<file path="src/rtl/fast_controls_gen.sv">
// Orbit-aligned fast-control generator: NCH delayed/masked QIE reset pulses plus one WTE pulse per orbit event.
// Orbit events come from an internal period counter, a synchronised aux input or a software single-shot.
module fast_controls_gen #(
  parameter int unsigned CNT_W = 12,
  parameter int unsigned NCH   = 4,
  parameter int unsigned DLY_W = 4
) (
  input  logic                   clk,
  input  logic                   reset_in,
  input  logic                   enable,
  input  logic [1:0]             mode,
  input  logic [CNT_W-1:0]       period,
  input  logic [CNT_W-1:0]       wte_offset,
  input  logic [NCH*DLY_W-1:0]   ch_delay,
  input  logic [NCH-1:0]         ch_mask,
  input  logic                   aux_in,
  input  logic                   single_shot,
  output logic [NCH-1:0]         qie_reset_out,
  output logic                   wte_out,
  output logic [15:0]            orbit_count,
  output logic                   busy,
  output logic                   err_missed
);

  localparam int unsigned DEPTH = 1 << DLY_W;

  typedef enum logic [1:0] {
    MODE_INT  = 2'd0,
    MODE_AUX  = 2'd1,
    MODE_SHOT = 2'd2,
    MODE_IDLE = 2'd3
  } mode_e;

  mode_e            mode_c;
  logic [1:0]       mode_q;
  logic             aux_s1, aux_s2, aux_prev, ss_prev;
  logic [CNT_W-1:0] cnt, cnt_next_c;
  logic             ev, ev_next_c;
  logic [DEPTH-2:0] dline;
  logic [DEPTH-1:0] taps_c;
  logic [CNT_W-1:0] wte_cnt, wte_cnt_next_c;
  logic             busy_next_c, wte_next_c, err_set_c;
  logic [NCH-1:0]   qie_next_c;
  logic             flush_c, aux_rise_c, ss_rise_c, cnt_hit_c;

  assign mode_c     = mode_e'(mode);
  assign flush_c    = !enable || (mode != mode_q);
  assign aux_rise_c = aux_s2 & ~aux_prev;
  assign ss_rise_c  = single_shot & ~ss_prev;
  assign cnt_hit_c  = (period != '0) && (cnt == period - CNT_W'(1));
  // Tap 0 is ev itself, so a zero delay emits one cycle after ev.
  assign taps_c     = {dline, ev};

  // Event source selection and internal period counter.
  always_comb begin
    ev_next_c  = 1'b0;
    cnt_next_c = cnt;
    unique case (mode_c)
      MODE_INT: begin
        ev_next_c = cnt_hit_c;
        if (period != '0) cnt_next_c = cnt_hit_c ? '0 : cnt + CNT_W'(1);
      end
      MODE_AUX:  ev_next_c = aux_rise_c;
      MODE_SHOT: ev_next_c = ss_rise_c;
      default:   ev_next_c = 1'b0;
    endcase
  end

  // Per-channel tap select; mask applies at output time.
  always_comb begin
    qie_next_c = '0;
    for (int i = 0; i < int'(NCH); i++) begin
      qie_next_c[i] = ch_mask[i] & taps_c[ch_delay[i*DLY_W +: DLY_W]];
    end
  end

  // WTE down-counter: a new event always restarts it and drops any pending WTE.
  always_comb begin
    wte_cnt_next_c = wte_cnt;
    busy_next_c    = busy;
    wte_next_c     = 1'b0;
    err_set_c      = 1'b0;
    if (ev) begin
      err_set_c = busy;
      if (wte_offset == '0) begin
        wte_next_c  = 1'b1;
        busy_next_c = 1'b0;
      end else begin
        wte_cnt_next_c = wte_offset - CNT_W'(1);
        busy_next_c    = 1'b1;
      end
    end else if (busy) begin
      if (wte_cnt == '0) begin
        wte_next_c  = 1'b1;
        busy_next_c = 1'b0;
      end else begin
        wte_cnt_next_c = wte_cnt - CNT_W'(1);
      end
    end
  end

  always_ff @(posedge clk or posedge reset_in) begin
    if (reset_in) begin
      mode_q        <= 2'd0;
      aux_s1        <= 1'b0;
      aux_s2        <= 1'b0;
      aux_prev      <= 1'b0;
      ss_prev       <= 1'b0;
      cnt           <= '0;
      ev            <= 1'b0;
      dline         <= '0;
      wte_cnt       <= '0;
      busy          <= 1'b0;
      wte_out       <= 1'b0;
      qie_reset_out <= '0;
      orbit_count   <= 16'd0;
      err_missed    <= 1'b0;
    end else begin
      mode_q <= mode;
      aux_s1 <= aux_in;
      aux_s2 <= aux_s1;
      if (ev) orbit_count <= orbit_count + 16'd1;
      if (flush_c) begin
        // Edge detectors capture the current level so a held input cannot fake an edge.
        aux_prev      <= aux_s2;
        ss_prev       <= single_shot;
        cnt           <= '0;
        ev            <= 1'b0;
        dline         <= '0;
        wte_cnt       <= '0;
        busy          <= 1'b0;
        wte_out       <= 1'b0;
        qie_reset_out <= '0;
      end else begin
        aux_prev      <= aux_s2;
        ss_prev       <= single_shot;
        cnt           <= cnt_next_c;
        ev            <= ev_next_c;
        dline         <= taps_c[DEPTH-2:0];
        wte_cnt       <= wte_cnt_next_c;
        busy          <= busy_next_c;
        wte_out       <= wte_next_c;
        qie_reset_out <= qie_next_c;
        if (err_set_c) err_missed <= 1'b1;
      end
    end
  end

endmodule

</file>
<file path="config.mk">
export PLATFORM = sky130hd
export DESIGN_NAME = fast_controls_gen
export DESIGN_NICKNAME = d
export VERILOG_FILES = /design/src/rtl/fast_controls_gen.sv
export SDC_FILE = /design/constraint.sdc
export NUM_CORES = 1
export LEC_CHECK = 0
export CAP_MARGIN = 30
export CORE_AREA = 2 2 103 130
export CTS_BUF_LIST = sky130_fd_sc_hd__clkbuf_8
export DETAILED_ROUTE_END_ITERATION = 10
export DIE_AREA = 0 0 105 132
export GPL_ROUTABILITY_DRIVEN = 0
export RECOVER_POWER = 25
export REMOVE_ABC_BUFFERS = 1
export SLEW_MARGIN = 20
export SYNTH_ARGS = -nofsm -noshare
export SYNTH_HDL_FRONTEND = slang
export SYNTH_SLANG_ARGS = --single-unit
</file>
<file path="constraint.sdc">
create_clock -name clk -period 3.8 [get_ports clk]
set_input_delay 0.95 -clock clk [delete_from_list [all_inputs] [get_ports clk]]
set_output_delay 0.95 -clock clk [all_outputs]
set_load 0.01 [all_outputs]
</file>
==> results of run 1 <==
==> path summary, 6_finish.rpt <==
check,startpoint,to,slack [ps],depth (start not counted)
worst max-delay path,period[1],cnt[1]$_DFFE_PP0P_,400,7
worst min-delay path,aux_s1$_DFF_PP0_,aux_s2$_DFF_PP0_,360,0
worst max register to register,ev$_DFF_PP0_,wte_cnt[11]$_DFFE_PP0P_,670,5
worst min register to register,aux_s1$_DFF_PP0_,aux_s2$_DFF_PP0_,360,0
max in group asynchronous,reset_in,aux_s2$_DFF_PP0_,1560,3
min in group asynchronous,reset_in,orbit_count[1]$_DFFE_PP0P_,1400,2
==> cell usage in the layout (no fill, tap or decap), types with 4 or more instances in the layout <==
cell type        instances
nor2b_1                  5
or3_1                    5
a211oi_1                11
clkbuf_8                 9
inv_1                   13
nand2_1                 26
buf_4                    9
xnor2_1                 27
mux2i_1                 14
and3_1                   6
nor2_1                  17
a21oi_1                  7
ha_1                     4
xor2_1                  19
clkdlybuf4s50_1         68
mux4_2                  16
and2_1                  16
nor3_1                  22
dfrtp_1                 69
nor4_1                   9
nand4_1                  9
or4_1                    7
o31ai_1                  6
o21ai_0                 15
dlygate4sd3_1            5
nand3_1                 15
==> layout make-up <==
class	count	area [µm²]	area share, %
clock buffers	9	123.9	2.351
clock inverters	7	90.09	1.710
inverters	12	45.04	0.8549
multi-input cells	293	2251	42.72
flip-flops and latches	69	1727	32.77
well taps	168	210.2	3.990
repair buffers	84	822.0	15.60
==> metrics by stage <==
stage,utilization (%),cells
4_1_cts,42.02,642
3_3_place_gp,40.32,626
5_1_grt,41.99,642
6_report,41.99,642
2_1_floorplan,-,374
3_5_place_dp,40.32,626
==> power by group through the flow <==
stage	sequential (mW)	combinational, mW	clock (mW)
final	0.774	0.244	0.663
after floorplan	0.795	0.0967	0
after CTS	0.774	0.249	0.682
after detailed placement	0.788	0.246	0
after global routing	0.778	0.271	0.711
after global placement	0.788	0.244	0
==> flip-flops by register name (all words and copies together), names as in the netlist, 2 cells and up <==
| signal | count |
|---|---|
| cnt | 12 |
| dline | 15 |
| mode_q | 2 |
| orbit_count | 16 |
| qie_reset_out | 4 |
| wte_cnt | 12 |
==> routing by layer <==
metal  vias to the layer above  routed length (µm)  part of all wire (%)  track usage [%]
li1                       1605                   -                     -                -
met1                      1606                4428                    44            18.29
met2                        89                4917                    49            25.36
met3                        16                 435                   4.4            3.510
met4                         0                 193                   1.9            5.852
met5                         -                   0                     0                0
==> cells by family (layout without fill, tap and decap cells) <==
family	after synthesis	after routing	synth area share [%]
and+or+nand+nor	151	151	20.79
DFF	69	69	42.32
xor gates and xnor gates	47	47	10.43
muxes	32	32	12.82
adders and majority gates	4	4	1.227
buffers and inverters	27	112	2.514
AOI/OAI and AO/OA	59	59	9.905
==> metrics, run 1 <==
Die W=~110 µm; Total Nets Final=between 500 and 600; I/O Pins=74; Leakage=2.138 nW; worst-path fanout max=7; Critical Path Max Stage Delay=between 500 and 600 ps; htree depth=3; clk root buf=clkbuf_8; Synth warnings=0; slowest CP cell=clkdlybuf4s50_1; count leader, synth=dfrtp_1; slew of the pin with the lowest slew margin=1537 ps; area leader, netlist=dfrtp_1; P_int=between 1 and 1.5 mW; CTS tree=yes; All-Layer GR Usage=approximately 15%; Port Buffer Count=73; # diodes=0; core area=between 10,000 and 15,000 µm²; cells along the critical path=clkdlybuf4s50_1 > or3_1 > or4_1 > a211oi_1 > o2111ai_1 > nor3_1 > o21ai_0; Synth top area share=42.32%; Hold Vio Cnt, Final=0; synth unique cells=48; Post-Syn Instances=roughly 400; DRT Pass-1 Iters=6; Slew Viols, Final=32; Worst-path clk slew=70 ps; Worst slew margin=-2.449%; row cnt=46; initial antenna violation count=0; Setup WS pre-CTS=86.74 ps; die footprint=about 14,000 µm²; Seq cells post-synth=between 60 and 70; Reg power frac=46.1%; Die Height=between 100 and 150 µm; clock power share=39.4%; post-synthesis area per instance=between 10 and 15 µm²; Final min period=3397 ps; maximum root-to-sink buffer count=2; post-CTS resize count=0; DR WL/cell=15.54 µm; Via Count=3,316; DRT Wirelength=about 10 mm; clk_lat worst skew=around 350 ps; Setup violations, final=0; RSZ-0062 raised after global routing=false; first-pass GRT wire length=approximately 17 mm; Area contributors post-synth=dfrtp_1, mux4_2, xnor2_1; ys flop type=dfrtp_1; critical path's top delay family=simple AND/OR/NAND/NOR gates; outcome=finished, violations left; failing checks=max-capacitance violations, max-slew violations; Critical Path AT=3600 ps; post-detail-place hpwl=approximately 7.4 mm; asr flop ratio synth=100.0%; DP Area=5059 µm²; vias in the first global route=between 3,000 and 4,000; switching share of power=25.65%; DR DRC count=0; crit path launch type=input port; Setup Buffers After CTS=0; Power Density=~320 nW/µm²; layout cells sized above 1=just over 10%; post-DR vias/cell=~5.2; Setup TNS=0 ps; largest net degree at the start of global routing=40; Sw Pwr=0.4312 mW; total power=approximately 1.7 mW; Final ANT Viol Nets=0; starting density of the core=about a third; Comb pwr share=between 10% and 20%; critical path endpoint category=register; Worst EP required=4010 ps; Fmax achieved=~290 MHz; Mapped Area=a little over 4000 µm²; Seq/Total Area, Yosys=42.32%; Design Area, Final=between 5000 and 6000 µm²; WS Path Type=input port to register; CTS Buf Count=9; Peak VDD IR=between 0.2 and 0.25 mV; period utilization=89.39%; top cells by count, synth=dfrtp_1, xnor2_1, nand2_1; EDFF count, synth=0; CP bufs+invs=1; Worst Skew=a little over 7 ps; FILL cells=approximately 1,300; Iteration-0 DRC Markers=approximately 130; hold_ws=about 360 ps; worst min path class=register to register; max-cap viol count=1; setup ws final=just over 400 ps; Hold-fix buffers, CTS=0; Area Overhead vs Synth=29.13%; grt ovf=0; # clock sinks=approximately 70
No activity file was read; power rests on OpenSTA's default activity.
==> run 2, diff against run 1 <==
- CAP_MARGIN: 30 -> 40
- CTS_BUF_LIST: sky130_fd_sc_hd__clkbuf_8 -> sky130_fd_sc_hd__clkbuf_4 sky130_fd_sc_hd__clkbuf_8
- clock period: 3.8 -> 4.4 ns (I/O delays scaled with it)
==> run 2 against run 1 <==
Clock power is 20% lower; the flow now finishes without violations; register-to-register slack better by 640 ps; largest power group unchanged; setup slack better by 450 ps; cell count decreased by 0.78%; sequential share of layout area rose by 0.40 points.
==> metrics, run 2 (synthesis results as in run 1) <==
hold_ws=351.4 ps (-11.96 ps); WS Path Type=input port to register; Worst-path clk slew=70 ps (about the same); CTS tree=yes; Hold Path Sink=aux_s2$_DFF_PP0_; max reg flops=16 (unchanged); WHS Path Cells=0 (unchanged); Reg2Reg Capture Point=wte_cnt[10]$_DFFE_PP0P_; clk_lat worst skew=340 ps (about the same); row cnt=46 (unchanged); Worst Reg-to-Reg Cells=7 (+2); RSZ-0062 raised after global routing=false; Setup Buffers After CTS=0 (unchanged); grt ovf=0 (unchanged); Iteration-0 DRC Markers=91 (-32%); period utilization=80.71%; htree depth=3 (unchanged); die footprint=13,860 µm² (unchanged); All-Layer GR Usage=14.79% (-0.15 points); Final min period=approximately 3600 ps; # diodes=0 (unchanged); post-detail-place hpwl=7.395 mm (-0.33%); worst-path fanout max=7 (unchanged); clock power share=37.8% (-1.6 points); starting density of the core=32.52% (unchanged); # clock sinks=69 (unchanged); slew of the pin with the lowest slew margin=1459 ps (-77.66 ps); Hold-fix buffers, CTS=0 (unchanged); Reg power frac=47.5% (+1.4 points); Setup TNS=0 ps (unchanged); worst hold path startpoint=aux_s1$_DFF_PP0_; Port Buffer Count=73 (unchanged); FF-to-FF setup slack=1310 ps (+640 ps); vias in the first global route=3,318 (-3.1%); CTS Buf Count=9 (unchanged); Worst R2R Start=ev$_DFF_PP0_; placed cell count=621 (-0.80%); Worst EP required=4590 ps (+580 ps); post-DR vias/cell=5.218 (+1.0%); layout cells sized above 1=9.595% (-0.74 points); largest net degree at the start of global routing=30 (-25%); Slew Viols, Final=0 (-100%); Sw Pwr=0.3607 mW (-16%); maximum root-to-sink buffer count=2 (unchanged); Setup violations, final=0 (unchanged); final core utilization=41.48% (-0.51 points); clk root buf=clkbuf_8; core area=12,550 µm² (unchanged); outcome=completed; Largest regs=orbit_count: 16 flops, dline: 15 flops; Comb pwr share=14.7% (+0.2 points); commonest non-fill, non-tap cell in the layout=dfrtp_1; Worst Skew=4.419 ps (-2.806 ps); initial antenna violation count=0 (unchanged); Critical Path AT=3750 ps (+150 ps); max-cap viol count=0 (-1); first-pass GRT wire length=16.50 mm (-1.9%); crit path launch type=input port; DRT Wirelength=10.04 mm (+0.66%); P_int=1.048 mW (-16%); worst min path class=register to register; Non-Filler Instances=637 (-0.78%); Area Overhead vs Synth=27.57%; Fmax achieved=281.6 MHz; Final ANT Viol Nets=0 (unchanged); post-CTS resize count=0 (unchanged); Via Count=3,324 (+0.24%); Die Height=132 µm (unchanged); Total Nets Final=519 (-0.95%); DRT Pass-1 Iters=4 (-2); Hold Vio Cnt, Final=0 (unchanged); Power Density=270.7 nW/µm² (-15%); Leakage=2.103 nW (-1.6%); DR DRC count=0 (unchanged); most frequent cells in the layout=dfrtp_1, clkdlybuf4s50_1, xnor2_1; Worst slew margin=2.729% (+5.2 points); switching share of power=25.60% (-0.050 points); I/O Pins=74 (unchanged); Most flops, register=orbit_count; Die W=105 µm (unchanged); critical path endpoint category=register; DR WL/cell=15.76 µm (+1.5%); Peak VDD IR=0.1730 mV (-14%)
run 2: cell count changes in the layout (fill, tap and decap cells not counted):
cell | previous run | this run
inv_1 | 13 | 12
buf_12 | 1 | 0
bufinv_16 | 2 | 1
buf_4 | 9 | 5
inv_6 | 1 | 0
clkbuf_4 | 0 | 2
clkbuf_8 | 9 | 10
run 2: per-stage QoR:
stage / cell area (µm²) / power [mW] / setup WS (ps)
after floorplan: 4023 / 0.7701 / 1248
after detailed placement: 5009 / 0.8907 / 511.5
after CTS: 5209 / 1.427 / 870.3
final: 5205 / 1.409 / 848.7
after global routing: 5205 / 1.481 / 706.9
after global placement: 5009 / 0.8881 / 533.8
run 2: worst max-delay path by stage:
| stage | from | slack [ps] | endpoint |
|---|---|---|---|
| 4_1_cts | period[3] | 870 | cnt[7]$_DFFE_PP0P_ |
| 2_1_floorplan | period[3] | 1250 | cnt[7]$_DFFE_PP0P_ |
| 5_1_grt | period[3] | 710 | cnt[1]$_DFFE_PP0P_ |
| 3_3_place_gp | period[3] | 530 | cnt[1]$_DFFE_PP0P_ |
| 3_5_place_dp | period[3] | 510 | cnt[7]$_DFFE_PP0P_ |
| 6_report | period[3] | 850 | cnt[7]$_DFFE_PP0P_ |
run 2: metal layers:
| metal | track usage (%) | part of all wire [%] | vias to the layer above |
|---|---|---|---|
| met5 | 0 | 0 | - |
| met1 | 18.28 | 43 | 1623 |
| met2 | 24.78 | 50 | 92 |
| li1 | - | - | 1596 |
| met3 | 3.905 | 5.0 | 13 |
| met4 | 5.407 | 1.8 | 0 |
run 2: power by group through the flow:
stage / registers, mW / logic, mW / clock network (mW)
after global placement: 0.681 / 0.208 / 0
after floorplan: 0.687 / 0.0835 / 0
after CTS: 0.669 / 0.211 / 0.547
after global routing: 0.672 / 0.228 / 0.581
after detailed placement: 0.681 / 0.210 / 0
final: 0.669 / 0.208 / 0.532
run 2: layout make-up:
type                    count  area (µm²)
clock buffers              12       152.6
clock inverters             4       47.55
fillers                  1253        7342
inverters                  12       45.04
multi-input cells         293        2251
flip-flops and latches     69        1727
well taps                 168       210.2
repair buffers             79       772.0
run 2: critical path, cell delays in order:
cell and delay (ps):
clkdlybuf4s50_1 500, or4_1 700, nor4_1 320, nor3_1 70, or4b_4 520, nor4_4 410
nor4_1 110
